--- src/rtl/vga_timing_pkg.sv ---
// Shared 800x600@72 Hz timing constants, monitor error-bit map, state encoding and CRC helper.
package vga_timing_pkg;

  localparam int VGA_H_TOTAL      = 1040;
  localparam int VGA_H_ACTIVE     = 800;
  localparam int VGA_H_SYNC_START = 856;
  localparam int VGA_H_SYNC_W     = 120;
  localparam int VGA_V_TOTAL      = 666;
  localparam int VGA_V_ACTIVE     = 600;
  localparam int VGA_V_SYNC_START = 637;
  localparam int VGA_V_SYNC_W     = 6;
  localparam int VGA_LOCK_FRAMES  = 2;

  localparam int ERR_HPER   = 0;
  localparam int ERR_HWID   = 1;
  localparam int ERR_VPER   = 2;
  localparam int ERR_VWID   = 3;
  localparam int ERR_VALIGN = 4;
  localparam int ERR_TMO    = 5;
  localparam int ERR_W      = 6;

  typedef enum logic [1:0] {
    ST_UNLOCKED = 2'd0,
    ST_ACQUIRE  = 2'd1,
    ST_LOCKED   = 2'd2
  } mon_state_e;

  localparam logic [15:0] CRC_INIT = 16'hFFFF;
  localparam logic [15:0] CRC_POLY = 16'h1021;

  // CRC-16-CCITT, MSB first, one byte per call.
  function automatic logic [15:0] crc16_ccitt_byte(input logic [15:0] crc, input logic [7:0] data);
    logic [15:0] c;
    c = crc ^ {data, 8'h00};
    for (int i = 0; i < 8; i++) c = c[15] ? ((c << 1) ^ CRC_POLY) : (c << 1);
    return c;
  endfunction

endpackage

--- src/rtl/vga_sync_edge.sv ---
// Sync sampler: registers one sync line, flags rise/fall of the sample being captured and
// counts enabled samples while the pulse is high.
module vga_sync_edge #(
  parameter int W = 11
) (
  input  logic         clk,
  input  logic         rst,
  input  logic         sync_i,
  input  logic         cnt_en_i,
  output logic         rise_o,
  output logic         fall_o,
  output logic [W-1:0] wid_o
);

  logic         s_q;
  logic [W-1:0] wid_q, wid_d;

  // Edges are taken between the incoming sample and the captured one, so every registered
  // result lands on the same edge that loads the sample into stage 1.
  assign rise_o = sync_i & ~s_q;
  assign fall_o = ~sync_i & s_q;
  assign wid_o  = wid_q;

  always_comb begin
    wid_d = wid_q;
    if (rise_o)
      wid_d = W'(cnt_en_i);
    else if (sync_i && cnt_en_i && wid_q != '1)
      wid_d = wid_q + 1'b1;
  end

  always_ff @(posedge clk) begin
    if (rst) begin
      s_q   <= 1'b0;
      wid_q <= '0;
    end else begin
      s_q   <= sync_i;
      wid_q <= wid_d;
    end
  end

endmodule

--- src/rtl/vga_timing_monitor.sv ---
// Receive-side VGA timing monitor: recovers X/Y, checks line/frame timing, tracks lock.
// Optional frame CRC on active pixels when VGA_TIMING_MONITOR_CRC_EN is defined.
module vga_timing_monitor
  import vga_timing_pkg::*;
#(
  parameter int H_TOTAL      = VGA_H_TOTAL,
  parameter int H_ACTIVE     = VGA_H_ACTIVE,
  parameter int H_SYNC_START = VGA_H_SYNC_START,
  parameter int H_SYNC_W     = VGA_H_SYNC_W,
  parameter int V_TOTAL      = VGA_V_TOTAL,
  parameter int V_ACTIVE     = VGA_V_ACTIVE,
  parameter int V_SYNC_START = VGA_V_SYNC_START,
  parameter int V_SYNC_W     = VGA_V_SYNC_W,
  parameter int LOCK_FRAMES  = VGA_LOCK_FRAMES
) (
  input  logic              clk,
  input  logic              rst,
  input  logic              hsync_i,
  input  logic              vsync_i,
  input  logic [5:0]        pix_i,
  input  logic              err_clr,
`ifdef VGA_TIMING_MONITOR_CRC_EN
  output logic [15:0]       frame_crc,
  output logic              crc_valid,
`endif
  output logic              locked,
  output logic [10:0]       rec_x,
  output logic [9:0]        rec_y,
  output logic              in_active,
  output logic [5:0]        pix_o,
  output logic [ERR_W-1:0]  err_flags,
  output logic              lock_lost,
  output logic [15:0]       frame_cnt
);

  localparam int XW = 11;
  localparam int YW = 10;
  localparam int PW = 12;  // must hold 2*H_TOTAL
  localparam int WW = 11;

  localparam logic [XW-1:0] X_LAST   = XW'(H_TOTAL - 1);
  localparam logic [XW-1:0] X_SYNC   = XW'(H_SYNC_START);
  localparam logic [XW-1:0] X_ACT    = XW'(H_ACTIVE);
  localparam logic [YW-1:0] Y_LAST   = YW'(V_TOTAL - 1);
  localparam logic [YW-1:0] Y_SYNC   = YW'(V_SYNC_START);
  localparam logic [YW-1:0] Y_ACT    = YW'(V_ACTIVE);
  localparam logic [YW-1:0] V_LINES  = YW'(V_TOTAL);
  localparam logic [PW-1:0] P_LINE   = PW'(H_TOTAL);
  localparam logic [PW-1:0] P_SAT    = PW'(2 * H_TOTAL);
  localparam logic [WW-1:0] HW_NOM   = WW'(H_SYNC_W);
  localparam logic [WW-1:0] VW_NOM   = WW'(V_SYNC_W);
  localparam logic [3:0]    GOOD_LCK = 4'(LOCK_FRAMES);

  logic          hr, hf, vr, vf;
  logic [WW-1:0] h_wid, v_wid;

  vga_sync_edge #(.W(WW)) u_hs (
    .clk(clk), .rst(rst), .sync_i(hsync_i), .cnt_en_i(1'b1),
    .rise_o(hr), .fall_o(hf), .wid_o(h_wid)
  );

  // Vsync width is measured in lines, so only hsync rises are counted.
  vga_sync_edge #(.W(WW)) u_vs (
    .clk(clk), .rst(rst), .sync_i(vsync_i), .cnt_en_i(hr),
    .rise_o(vr), .fall_o(vf), .wid_o(v_wid)
  );

  logic [XW-1:0]    x_q, x_d, x_nom;
  logic [YW-1:0]    y_q, y_d;
  logic [PW-1:0]    h_per_q, h_per_d;
  logic [YW-1:0]    v_lines_q, v_lines_d;
  logic             h_seen_q, h_seen_d, v_seen_q, v_seen_d;
  logic             frame_bad_q, frame_bad_d;
  logic [ERR_W-1:0] err, err_flags_q, err_flags_d;
  logic             err_any, timeout;
  logic [5:0]       pix_q;

  mon_state_e       state_q;
  logic [3:0]       good_q;
  logic [15:0]      frame_cnt_q;
  logic             lock_lost_q;

  always_comb begin
    x_nom     = (x_q == X_LAST) ? '0 : x_q + 1'b1;
    x_d       = hr ? X_SYNC : x_nom;
    y_d       = y_q;
    if (vr)
      y_d = Y_SYNC;
    else if (!hr && x_q == X_LAST)
      y_d = (y_q == Y_LAST) ? '0 : y_q + 1'b1;

    h_per_d   = hr ? PW'(1) : ((h_per_q == P_SAT) ? h_per_q : h_per_q + 1'b1);
    // Timeout fires once on reaching saturation; h_seen gating keeps it from repeating.
    timeout   = !hr && h_seen_q && (h_per_q == P_SAT - 1'b1);

    v_lines_d = v_lines_q;
    if (vr)
      v_lines_d = YW'(hr);
    else if (hr && v_lines_q != '1)
      v_lines_d = v_lines_q + 1'b1;

    err             = '0;
    err[ERR_HPER]   = hr & h_seen_q & (h_per_q != P_LINE);
    err[ERR_HWID]   = hf & h_seen_q & (h_wid != HW_NOM);
    err[ERR_VPER]   = vr & v_seen_q & (v_lines_q != V_LINES);
    err[ERR_VWID]   = vf & (v_wid != VW_NOM);
    err[ERR_VALIGN] = vr & h_seen_q & (x_d != '0);
    err[ERR_TMO]    = timeout;
    err_any         = |err;

    h_seen_d    = timeout ? 1'b0 : (h_seen_q | hr);
    v_seen_d    = timeout ? 1'b0 : (v_seen_q | vr);
    err_flags_d = (err_clr ? '0 : err_flags_q) | err;
    frame_bad_d = vr ? 1'b0 : (frame_bad_q | err_any);
  end

  always_ff @(posedge clk) begin
    if (rst) begin
      x_q         <= '0;
      y_q         <= '0;
      h_per_q     <= '0;
      v_lines_q   <= '0;
      h_seen_q    <= 1'b0;
      v_seen_q    <= 1'b0;
      frame_bad_q <= 1'b0;
      err_flags_q <= '0;
      pix_q       <= '0;
    end else begin
      x_q         <= x_d;
      y_q         <= y_d;
      h_per_q     <= h_per_d;
      v_lines_q   <= v_lines_d;
      h_seen_q    <= h_seen_d;
      v_seen_q    <= v_seen_d;
      frame_bad_q <= frame_bad_d;
      err_flags_q <= err_flags_d;
      pix_q       <= pix_i;
    end
  end

  // An error always wins over a vrise arriving in the same sample.
  always_ff @(posedge clk) begin
    if (rst) begin
      state_q     <= ST_UNLOCKED;
      good_q      <= '0;
      frame_cnt_q <= '0;
      lock_lost_q <= 1'b0;
    end else begin
      lock_lost_q <= 1'b0;
      case (state_q)
        ST_UNLOCKED: begin
          if (!err_any && vr) begin
            state_q <= ST_ACQUIRE;
            good_q  <= '0;
          end
        end
        ST_ACQUIRE: begin
          if (err_any) begin
            state_q <= ST_UNLOCKED;
          end else if (vr && !frame_bad_q && v_seen_q) begin
            good_q      <= good_q + 1'b1;
            frame_cnt_q <= frame_cnt_q + 1'b1;
            if (good_q + 1'b1 == GOOD_LCK) state_q <= ST_LOCKED;
          end
        end
        ST_LOCKED: begin
          if (err_any) begin
            state_q     <= ST_UNLOCKED;
            lock_lost_q <= 1'b1;
          end else if (vr && !frame_bad_q) begin
            frame_cnt_q <= frame_cnt_q + 1'b1;
          end
        end
        default: state_q <= ST_UNLOCKED;
      endcase
    end
  end

  assign locked    = (state_q == ST_LOCKED);
  assign rec_x     = x_q;
  assign rec_y     = y_q;
  assign in_active = locked & (x_q < X_ACT) & (y_q < Y_ACT);
  assign pix_o     = pix_q;
  assign err_flags = err_flags_q;
  assign lock_lost = lock_lost_q;
  assign frame_cnt = frame_cnt_q;

`ifdef VGA_TIMING_MONITOR_CRC_EN
  logic [15:0] crc_run_q, crc_cur, frame_crc_q;
  logic        crc_valid_q;

  // The stage-1 sample is folded in on the edge that captures the next one, so a vrise
  // closes the frame including the last sample before it.
  assign crc_cur = in_active ? crc16_ccitt_byte(crc_run_q, {2'b00, pix_q}) : crc_run_q;

  always_ff @(posedge clk) begin
    if (rst) begin
      crc_run_q   <= CRC_INIT;
      frame_crc_q <= '0;
      crc_valid_q <= 1'b0;
    end else begin
      crc_valid_q <= vr & locked;
      if (vr) begin
        frame_crc_q <= crc_cur;
        crc_run_q   <= CRC_INIT;
      end else begin
        crc_run_q   <= crc_cur;
      end
    end
  end

  assign frame_crc = frame_crc_q;
  assign crc_valid = crc_valid_q;
`endif

endmodule

--- config.mk ---
export PLATFORM = sky130hd
export DESIGN_NAME = vga_timing_monitor
export DESIGN_NICKNAME = d
export VERILOG_FILES = /design/src/rtl/vga_timing_pkg.sv /design/src/rtl/vga_sync_edge.sv /design/src/rtl/vga_timing_monitor.sv
export SDC_FILE = /design/constraint.sdc
export NUM_CORES = 1
export LEC_CHECK = 0
export CAP_MARGIN = 20
export CORE_MARGIN = 8
export CORE_UTILIZATION = 25
export DETAILED_ROUTE_END_ITERATION = 8
export SYNTH_ARGS = -nofsm -noshare
export SYNTH_HDL_FRONTEND = slang
export SYNTH_HIERARCHICAL = 1
export SYNTH_SLANG_ARGS = --single-unit
export TNS_END_PERCENT = 1
--- constraint.sdc ---
create_clock -name clk -period 2.5 [get_ports clk]
set_clock_uncertainty 0.1 [all_clocks]
set_input_delay 0.625 -clock clk [delete_from_list [all_inputs] [get_ports clk]]
set_output_delay 0.625 -clock clk [all_outputs]
set_load 0.05 [all_outputs]
# Word level (Yosys, flattened, before mapping)
# Index checks and enable logic that the tools add are counted.
# classes
bitwise_logic	24
addsub	8
n_eq_ne	23
n_lt_le_gt_ge	2
n_reduce_logical	29
n_mux	30
# ops
cell	count
2-to-1 mux 16 bit	4
adder 11 x 1 -> 11 bit, second input constant	3
case mux 16 bit (2 select lines)	1
2-to-1 mux 10 bit	3
equality test 12 bit, second input constant	2
2-to-1 mux 11 bit	2
inequality test 11 bit, second input constant	2
adder 10 x 1 -> 10 bit, second input constant	2
inequality test 10 bit, second input constant	2
adder 16 x 1 -> 16 bit, second input constant	1
AND 1 bit	15
adder 12 x 1 -> 12 bit, second input constant	1
2-to-1 mux 4 bit	3
inequality test 12 x 11 -> 1 bit, second input constant	1
nonzero test 2 bit	6
equality test 11 bit, second input constant	1
less-than comparator 11 x 10 -> 1 bit, second input constant	1
inequality test 11 x 3 -> 1 bit, second input constant	1
inequality test 11 x 7 -> 1 bit, second input constant	1
nonzero test 11 bit	1
equality test 10 bit, second input constant	1
logical AND 1 bit	10
less-than comparator 10 bit, second input constant	1
2-to-1 mux 2 bit	5
other kinds (20)	46
# totals
elab_cells	138
output_inout_bits	52
in_bits	11
ff_bits	105

# Longest topological paths before layout
# Gate-level depths: netlist of run 1.
# logic_depth
depth_word	10
ltp_mapped	10
depth_no_buf	8

# Hierarchy
# The synthesis of run 1 kept the hierarchy.
# modules_own_cells
module	area_per_inst_um2	instances	cells_each	seq_area_each_um2
vga_timing_monitor	4314.1	1	508	1621.6
vga_sync_edge	659.4	2	69	240.2

# Worst setup path before layout of run 1
# Ideal clock, no wire load.
# synth_path
kind	register -> output
startpoint	register y_q[3], in the netlist rec_y[3]
endpoint	output port in_active
n_path_buf	0
t_required_ns	1.775
t_arrival_ns	3.529
setup_slack_ns	-1.754
path_stages_with_launch	5
path_cell_list	dfxtp_1 -> nand2_1 -> nand2b_1 -> a211o_1 -> a2111oi_0
# synth_via
elab_chain_len	2
# synth_lines
element	line_no	source
start, declared	vga_timing_monitor.sv:69	logic [YW-1:0] y_q, y_d;
start signal, assigned	vga_timing_monitor.sv:130	y_q <= y_d;
less-than comparator 10 bit	vga_timing_monitor.sv:182	assign in_active = locked & (x_q < X_ACT) & (y_q < Y_ACT);
AND 1 bit	vga_timing_monitor.sv:182	
end, declared	vga_timing_monitor.sv:29	output logic in_active,
# Every way passes these cells.

# Worst setup path after layout of run 1
# layout_path
startpoint	register v_lines_q[2]
endpoint	register frame_cnt_q[8], in the netlist frame_cnt[8]
# layout_via
elab_chain_len	5
elab_cells_between_ends	6
cone_classes	eq/ne: 3; bitwise: 1; reduce/logical: 2
# layout_lines
element	line_no	source
start, declared	vga_timing_monitor.sv:71	logic [YW-1:0] v_lines_q, v_lines_d;
start signal, assigned	vga_timing_monitor.sv:132	v_lines_q <= v_lines_d;
inequality test 10 bit (*)	vga_timing_monitor.sv:105	err[ERR_VPER] = vr & v_seen_q & (v_lines_q != V_LINES);
AND 1 bit (*)	vga_timing_monitor.sv:105	
OR reduction 6 bit (*)	vga_timing_monitor.sv:109	err_any = |err;
inequality test 2 bit (no source line)	n/a	
AND reduction 5 bit (no source line) (*)	n/a	
end signal, assigned	vga_timing_monitor.sv:162	frame_cnt_q <= frame_cnt_q + 1'b1;
end signal, assigned	vga_timing_monitor.sv:171	frame_cnt_q <= frame_cnt_q + 1'b1;
end, declared	vga_timing_monitor.sv:80	logic [15:0] frame_cnt_q;
# Mark *: on every way between the ends. The rest lies on a longest branch, timed or not.
# A chain may end at the register's enable or synchronous reset.

==> results.md, run 1 <==
- Status: finished with violations
- Violated checks: setup timing
- Leakage Power: 2.87 nW
- Cells after Synth: 646
- Final routed wire length divided by cell count: 14.3 um
- Max-slew violation total from the final report: 0
- Maximum capacitance violations: 0
- Number of filler cells placed in the layout: 2228
- Post-synthesis share of cell area spent on and, or, nand and nor gates: 0.301
- Setup crit start kind: flip-flop
- Total vias in the final route: 5198
- Syn. warnings: 6
- Detailed-router iteration count before antenna repair: 4
- Total DRC errors in the routed layout: 0
- Iter 0 DRT Violations: 315
- Flip-flop and latch count after synthesis: 105
- Asr flop ratio synth: 0
- Power density cells: 503 mW/mm^2
- Predominant post-synthesis flop cell: dfxtp_1
- Area grow syn2layout: 41.3%
- Total Wirelength: 15300 um
- Fraction of layout instances using a drive strength above 1: 0.249
- RSZ-0062 raised after global routing: yes
- Clock latency reported for the late side of the worst-skew pair: 360 ps
- Clock buffer count from CTS: 9
- Data arrival time of the critical path: 2690 ps
- Detail Placement HPWL: 10900 um
- Antenna violations before repair: 0
- Die Footprint: 0.0276 sq mm
- CTS root buf: clkbuf_16
- Placer's final routability congestion estimate: 0.813
- Netlist area before placement: 0.00563 sq mm
- Share of the synthesized area in the top cell type: 0.373
- Via count of the first global-routing pass: 5026
- Synthesized-area fraction occupied by ao, oa, aoi and oai cells: 0.167
- Number of rows in the core area: 55
- Final design utilization: 0.356
- Starting density of the core: 0.252
- Clock tree from TritonCTS: built
- Largest driver fanout on the critical path: 4
- Number of distinct standard cells referenced by the synthesized netlist: 69
- Port buffer count: 62
- First-pass GRT wire length: 25600 um
- Clock-pin slew of the registers on the worst-case setup and hold paths: 70 ps
- Final worst path period need: 2550 ps
- Worst VDD drop: 0.304 mV
- Max_slew headroom: 0.606
- Share of synthesized cell area in full adder, half adder and majority cells: 0.0267
- Overall overflow remaining after global route: 0
- Crit path required time: 2650 ps
- Total global routing track utilization: 0.111
- Achievable clock frequency: 393 MHz
- Dominant combinational cell family by area after synthesis: simple AND/OR/NAND/NOR gates
- Most frequent cell after synthesis: dfxtp_1
- Core Region: 0.0224 sq mm
- Worst setup margin: -47.7 ps
- Setup Crit Path Kind: reg -> reg
- Clock sink count: 105
- Number of enable-type register cells in the synthesized netlist: 0
- Maximum number of pins on one net before global-route repair: 48
- Endpoints failing setup: 13
- Number of nets with antenna violations after detailed routing: 0
- Horizontal die dimension: 166 um
- Cell types with the largest area share after synthesis: dfxtp_1, nor2_1, mux2_2, a21oi_1, nor2b_1
- Transition time of the tightest slew-check pin: 585 ps
- Top-level I/O count: 63
- Xor/xnor share of the synthesized area: 0.0513
- Multiplexer fraction of the synthesized cell area: 0.0393
- Design Power: 4.01 mW
- Hold violation count in the final report: 0
- Final Net Count: 802
- Drt via density: 4.86
- Die Y-Extent: 166 um
- Post-synthesis sequential area ratio: 0.373
- Final worst-path cycle share: 1.02
- Number of H-tree levels: 3
- Buffers from clock root to sink, at most: 2
- Hold/Removal Path Class: reg -> reg
- Worst Setup Slack post-DPL: -563 ps
- Post-synthesis area per instance: 8.72 sq um
- List of most frequent post-synthesis cells: dfxtp_1, nor2_1, nand2_1
- Leading area contributor after synthesis: dfxtp_1
- Setup crit end kind: flip-flop
## path summary, 6_finish.rpt
check	startpoint	end	slack (ps)	cells after the start
max	v_lines_q[2]$_SDFFE_PP0P_	frame_cnt[8]$_SDFFE_PP0P_	-50	8
max reg2reg	v_lines_q[2]$_SDFFE_PP0P_	frame_cnt[8]$_SDFFE_PP0P_	-50	8
min reg2reg	err_flags[4]$_SDFF_PP0_	err_flags[4]$_SDFF_PP0_	360	2
min	err_flags[4]$_SDFF_PP0_	err_flags[4]$_SDFF_PP0_	360	2
## report_power, final
| part | switching, mW | leakage [nW] | total [mW] | internal [mW] |
|---|---|---|---|---|
| clock | 0.672 | 0.174 | 1.71 | 1.04 |
| combinational | 0.309 | 1.83 | 0.535 | 0.226 |
| sequential | 0.0484 | 0.860 | 1.76 | 1.71 |
## cell families (layout without fill, tap and decap cells)
logic type | count (synthesis) | count (layout)
simple gates | 302 | 302
xor+xnor | 33 | 33
fa+ha+maj | 12 | 12
compound gates | 124 | 124
buf+inv | 49 | 183
mux | 20 | 20
other cells | 1 | 6
flops | 105 | 105
## through the flow
step / cells / hold WS, ps / setup TNS (ps) / area, sq um
finish: 1070 / 361 / -301 / 7960
global route: 1069 / 392 / -2270 / 7960
CTS: 1068 / 366 / -484 / 7890
detailed placement: 1048 / 356 / -15700 / 7290
global placement: 1048 / 345 / -14210 / 7290
floorplan: 650 / 347 / -144 / 5830
## metal layers
layer | global-route usage | vias to the layer above | wire [um]
met1 | 0.142 | 2477 | 7290
met4 | 0.0435 | 0 | 267
met5 | 0 | - | 0
met3 | 0.0288 | 14 | 727
li1 | - | 2601 | -
met2 | 0.177 | 106 | 6990
## critical path, cell delays in order (launching register included)
cell,delay [ps]
dfxtp_1,310
or3_1,390
o311a_4,390
nor4_4,300
nand2_4,150
buf_12,160
buf_16,130
a211oi_2,180
mux2_4,320
## area by class of cell
cell class,instances,area (sq um),share of cell area
antenna,1,2.50,0.000314
clock buffer,10,250,0.0314
clock inverter,6,111,0.0140
inverter,20,75.1,0.00943
multi-input combinational,496,3670,0.461
sequential,105,2130,0.268
tap,285,357,0.0448
timing repair buffer,147,1370,0.171
## layout by cell type, fill, tap and decap left out, drive strengths merged, types with 16 or more instances in the layout
cell           instances
dfxtp                105
buf                   88
nor2                  84
clkdlybuf4s50         57
nand2                 42
a21oi                 36
nor2b                 29
nand3                 28
inv                   21
and3                  20
xnor2                 18
mux2                  17
nand4                 16
nor3                  16
## timing repair
action | 4_1_cts | 5_1_grt
pin swaps | 20 | 8
endpoints found under the hold margin | 0 | 0
hold buffers | 0 | 0
cloned | 2 | 0
setup endpoints to repair | 24 | 22
resized for setup | 33 | 14
buffers inserted | 2 | 1
## state kept, by name (all words and copies together) (netlist names)
signal / cells
err_flags: 6
frame_bad_q: 1
frame_cnt: 16
good_q: 4
h_per_q: 12
h_seen_q: 1
lock_lost: 1
pix_o: 6
rec_x: 11
rec_y: 10
state_q: 2
u_hs/s_q: 1
u_hs/wid_o: 11
u_vs/s_q: 1
u_vs/wid_o: 11
v_lines_q: 10
v_seen_q: 1
(Power assumes the default switching activity.)
==> run 2: changes to the inputs <==
--- a/config.mk
+++ b/config.mk
@@ -10,4 +10,5 @@
 export CORE_UTILIZATION = 25
 export DETAILED_ROUTE_END_ITERATION = 8
+export PLACE_DENSITY = 0.4
 export SYNTH_ARGS = -nofsm -noshare
 export SYNTH_HDL_FRONTEND = slang
==> constraint.sdc (replaced) <==
create_clock -name clk -period 2.5 [get_ports clk]
set_clock_uncertainty 0.1 [all_clocks]
set_input_delay 0.625 -clock clk [delete_from_list [all_inputs] [get_ports clk]]
set_output_delay 0.625 -clock clk [all_outputs]
set_load 0.02 [all_outputs]
==> results.md, run 2 (synthesized netlist as in run 1, its figures left out) <==
- Status: finished with violations
- Violated checks: setup timing
- Total Wirelength: 16200 um
- Final routed wire length divided by cell count: 14.8 um
- Horizontal die dimension: 166 um
- Antenna violations before repair: 0
- Core Region: 0.0224 sq mm
- Register share of total power: 0.466
- Setup crit end kind: flip-flop
- Tightest hold margin: 371 ps
- Port buffer count: 62
- Max-slew violation total from the final report: 0
- Placer's final routability congestion estimate: 0.799
- First-pass GRT wire length: 27400 um
- Clock buffer count from CTS: 9
- Combinational group share of total power: 0.126
- Clock tree from TritonCTS: built
- Final Net Count: 829
- Total DRC errors in the routed layout: 0
- Sw frac: 0.266
- Area used by multi-input combinational logic: 0.00354 sq mm
- Clock sink count: 105
- Fraction of layout instances using a drive strength above 1: 0.258
- Data arrival time of the critical path: 2690 ps
- Crit path required time: 2660 ps
- Net switching component of the power: 0.996 mW
- CP cell instances: ha_4 -> and3_4 -> a31o_2 -> a221oi_2 -> o2111ai_2 -> buf_12 -> a2111oi_4 -> mux2_4
- Number of nets with antenna violations after detailed routing: 0
- Hold violation count in the final report: 0
- Commonest non-fill, non-tap cells in the layout: buf_4, dfxtp_1, nor2_1
- RSZ-0062 raised after global routing: yes
- Crit path largest cell delay: 360 ps
- Setup crit start kind: flip-flop
- Number of filler cells placed in the layout: 2295
- CTS root buf: clkbuf_16
- Proportion of power drawn by the clock network: 0.407
- Internal portion of total power: 2.75 mW
- Design Power: 3.75 mW
- Hold depth: 2
- Total global routing track utilization: 0.120
- Maximum number of pins on one net before global-route repair: 55
- Number of buffer and inverter instances along the worst setup path: 1
- Setup Crit Path Kind: reg -> reg
- Total vias in the final route: 5231
- Crit-path leading delay family: compound AO/OA/AOI/OAI gates
- Via count of the first global-routing pass: 5347
- Hold/Removal Path Class: reg -> reg
- Endpoints failing setup: 13
- Detailed-router iteration count before antenna repair: 4
- Number of H-tree levels: 3
- Antenna diode count: 0
- Worst VDD drop: 0.262 mV
- Largest driver fanout on the critical path: 20
- Leakage Power: 2.97 nW
- Die Y-Extent: 166 um
- Count of cells along the worst register-to-register path: 8
- Power density cells: 474 mW/mm^2
- Worst-path cell with the longest stage delay: dfxtp_4
- Maximum capacitance violations: 0
- Clock latency reported for the late side of the worst-skew pair: 360 ps
- Drt via density: 4.77
- Number of rows in the core area: 55
- Overall overflow remaining after global route: 0
- Die Footprint: 0.0276 sq mm
- Top-level I/O count: 63
- Most common cell after layout, fill and taps aside: buf_4
- Detail Placement HPWL: 12200 um
- Reg area: 0.00211 sq mm
- Max reg flops: 16
- Iter 0 DRT Violations: 305
- Buffers from clock root to sink, at most: 2
- Area grow syn2layout: 40.4%
- Achievable clock frequency: 394 MHz
- Clock-pin slew of the registers on the worst-case setup and hold paths: 80 ps
- Final worst path period need: 2540 ps
- Final worst-path cycle share: 1.01
- Worst setup margin: -35.3 ps
- Critical path depth: 8
- Starting density of the core: 0.252
run 2: changes by cell type in the layout (fill, tap and decap cells not counted), sizes merged:
cell / before / now
dlygate4sd2: 2 / 1
clkinvlp: 1 / 0
dlymetal6s2s: 0 / 1
bufinv: 3 / 1
buf: 88 / 114
clkinv: 1 / 2
diode: 1 / 0
inv: 21 / 23
clkdlybuf4s50: 57 / 58
run 2: cell type report:
class | instances | share of cell area
multi-input cells | 496 | 0.448
repair buffers | 174 | 0.191
clock buffers | 10 | 0.0302
clock inverters | 6 | 0.00933
flip-flops and latches | 105 | 0.267
inverters | 20 | 0.00949
well taps | 285 | 0.0451
run 2: metal layers:
metal | global-route usage | routed length [um] | up-vias
li1 | - | - | 2657
met1 | 0.147 | 7660 | 2475
met2 | 0.204 | 7750 | 81
met3 | 0.0264 | 618 | 18
met4 | 0.0399 | 214 | 0
met5 | 0 | 0 | -
run 2: worst reg2reg max path, delay by kind of cell (launching register included):
family / cells / cell delay [ps]
simple gates: 1 / 200
mux: 1 / 330
buf+inv: 1 / 200
fa+ha+maj: 1 / 170
flops: 1 / 360
compound gates: 4 / 1070
run 2: final timing paths:
check                               start                   endpoint  slack, ps
setup / recovery      rec_x[0]$_SDFF_PP0_  frame_cnt[5]$_SDFFE_PP0P_        -40
hold / removal    err_flags[4]$_SDFF_PP0_    err_flags[4]$_SDFF_PP0_        370
setup reg to reg      rec_x[0]$_SDFF_PP0_  frame_cnt[5]$_SDFFE_PP0P_        -40
hold reg to reg   err_flags[4]$_SDFF_PP0_    err_flags[4]$_SDFF_PP0_        370
run 2: through the flow:
stage / area (sq um) / instances / setup TNS, ps / setup WS [ps] / utilization
after global placement: 7460 / 1079 / -13340 / -474 / 0.334
after global routing: 7910 / 1096 / -2270 / -144 / 0.354
after floorplan: 5770 / 650 / -116 / -18.8 / -
after detailed placement: 7460 / 1079 / -14900 / -545 / 0.334
after CTS: 7860 / 1096 / -414 / -60.5 / 0.351
final: 7910 / 1096 / -188 / -35.3 / 0.354
run 2: power by group through the flow:
| stage | registers [mW] | clock network, mW | logic [mW] |
|---|---|---|---|
| after detailed placement | 1.79 | 0 | 0.468 |
| final | 1.75 | 1.53 | 0.474 |
| after global placement | 1.79 | 0 | 0.466 |
| after CTS | 1.75 | 1.60 | 0.478 |
| after global routing | 1.76 | 1.66 | 0.518 |
| after floorplan | 1.82 | 0 | 0.209 |
run 2: what timing repair did:
item | in CTS | in global routing
gates resized for setup | 23 | 12
endpoints found under the hold margin | 0 | 0
pin swaps | 7 | 8
hold buffers | 0 | 0
buffers inserted | 1 | 0
setup endpoints to repair | 24 | 26
==> run 3: changes to the inputs <==
PLACE_DENSITY = 0.39   (was 0.4)
clock period = 2.85 ns   (was 2.5 ns; I/O delays follow)
==> results.md, run 3 (synthesized netlist as in run 1, its figures left out) <==
- Status: complete, no violations
- Area used by multi-input combinational logic: 0.00337 sq mm
- Number of H-tree levels: 3
- Maximum number of pins on one net before global-route repair: 65
- Buffers from clock root to sink, at most: 2
- Combinational group share of total power: 0.112
- Antenna diode count: 0
- Data arrival time of the critical path: 2950 ps
- First-pass GRT wire length: 25500 um
- Worst VDD drop: 0.262 mV
- Clock latency reported for the late side of the worst-skew pair: 350 ps
- Via count of the first global-routing pass: 4844
- Crit path largest cell delay: 530 ps
- Final worst path period need: 2810 ps
- Fraction of layout instances using a drive strength above 1: 0.161
- Proportion of power drawn by the clock network: 0.400
- Core Region: 0.0224 sq mm
- Setup crit start kind: primary input
- Total global routing track utilization: 0.112
- Die Y-Extent: 166 um
- Final worst-path cycle share: 0.987
- Final Net Count: 768
- Worst setup margin: 37.9 ps
- Reg area: 0.00210 sq mm
- Commonest non-fill, non-tap cells in the layout: dfxtp_1, nor2_1, clkdlybuf4s50_1
- Antenna violations before repair: 0
- Detailed-router iteration count before antenna repair: 6
- Number of nets with antenna violations after detailed routing: 0
- Leakage Power: 2.58 nW
- Horizontal die dimension: 166 um
- Final design utilization: 0.323
- Port buffer count: 62
- Clock buffer count from CTS: 9
- Starting density of the core: 0.252
- Detail Placement HPWL: 11400 um
- CTS root buf: clkbuf_16
- Achievable clock frequency: 356 MHz
- Max-slew violation total from the final report: 0
- Max reg flops: 16
- Total vias in the final route: 5044
- Clock sink count: 105
- Die Footprint: 0.0276 sq mm
- Worst Setup Slack post-DPL: -381 ps
- Iter 0 DRT Violations: 244
- Number of rows in the core area: 55
- Crit path required time: 2990 ps
- Clock tree from TritonCTS: built
- Area grow syn2layout: 28.1%
- Endpoints failing setup: 0
- Drt via density: 4.87
- Largest driver fanout on the critical path: 16
- Hold/Removal Path Class: reg -> reg
- Power density cells: 438 mW/mm^2
- RSZ-0062 raised after global routing: yes
- Total DRC errors in the routed layout: 0
- Final routed wire length divided by cell count: 15.0 um
- Register share of total power: 0.488
- Setup crit end kind: flip-flop
- Setup Crit Path Kind: in -> reg
- Total Wirelength: 15500 um
- Net switching component of the power: 0.818 mW
- Top-level I/O count: 63
- Overall overflow remaining after global route: 0
- Worst-path cell with the longest stage delay: clkdlybuf4s50_1
- Maximum capacitance violations: 0
- Sw frac: 0.259
- Placer's final routability congestion estimate: 0.789
- CP cell instances: clkdlybuf4s50_1 -> and2b_1 -> inv_1 -> a31oi_1 -> nor4_4 -> nand2_4 -> a2111oi_2 -> mux2_2
- Clock-pin slew of the registers on the worst-case setup and hold paths: 70 ps
- Most common cell after layout, fill and taps aside: dfxtp_1
- Hold violation count in the final report: 0
- Number of filler cells placed in the layout: 2316
- Internal portion of total power: 2.34 mW
-- run 3: changes by cell type in the layout (fill, tap and decap cells not counted), moves of 3 or more --
cell	delta
dfxtp_1	+6
inv_6	-3
dfxtp_2	-4
a2111oi_2	+4
mux2_2	+5
mux2_4	-5
buf_4	-59
a2111oi_4	-5
-- run 3: final timing paths --
path         slack, ps                         to                     from  cells after the start
min                390    err_flags[3]$_SDFF_PP0_  err_flags[3]$_SDFF_PP0_                      2
max reg2reg        110  frame_cnt[2]$_SDFFE_PP0P_      rec_x[4]$_SDFF_PP0_                      7
max                 40  frame_cnt[2]$_SDFFE_PP0P_                  vsync_i                      8
min reg2reg        390    err_flags[3]$_SDFF_PP0_  err_flags[3]$_SDFF_PP0_                      2
-- run 3: layout make-up --
cell class | count | share of cell area
multi-input combinational | 496 | 0.467
sequential | 105 | 0.291
timing repair buffer | 113 | 0.142
tap | 285 | 0.0494
clock buffer | 11 | 0.0323
inverter | 20 | 0.0104
clock inverter | 5 | 0.00781
-- run 3: timing repair --
action,CTS,global route
endpoints found under the setup margin,7,14
resized for setup,2,8
hold buffers,0,0
pin swaps,0,3
cloned,0,0
hold endpoints to repair,0,0
setup buffers,0,1
-- run 3: critical path, delay by kind of cell --
kind / cells / cell delay [ps]
AO/OA/AOI/OAI: 2 / 480
buffers and inverters: 2 / 580
multiplexers: 1 / 370
AND/OR/NAND/NOR: 3 / 800
-- run 3: power by group through the flow --
| stage | clock network [mW] | registers, mW | logic [mW] |
|---|---|---|---|
| final | 1.26 | 1.54 | 0.354 |
| after global routing | 1.37 | 1.55 | 0.386 |
| after floorplan | 0 | 1.60 | 0.174 |
| after CTS | 1.32 | 1.54 | 0.351 |
| after detailed placement | 0 | 1.58 | 0.349 |
| after global placement | 0 | 1.58 | 0.349 |
-- run 3: layer usage --
layer  share of wire  wire (um)  GRT usage  up-vias
met5               0          0          0        -
li1                -          -          -     2527
met1            0.48       7410      0.140     2416
met4           0.010        159     0.0304        0
met3           0.041        633     0.0266       10
met2            0.47       7300      0.188       91
-- run 3: per-stage QoR --
step                total power, mW  hold WS [ps]  setup TNS (ps)  area (sq um)  instances
floorplan                      1.77           348               0          5650        650
global placement               1.93           371           -5720          6870       1018
detailed placement             1.93           379           -6540          6870       1018
CTS                            3.21           396               0          7170       1034
global route                   3.31           433            -501          7210       1035
finish                         3.16           388               0          7210       1035
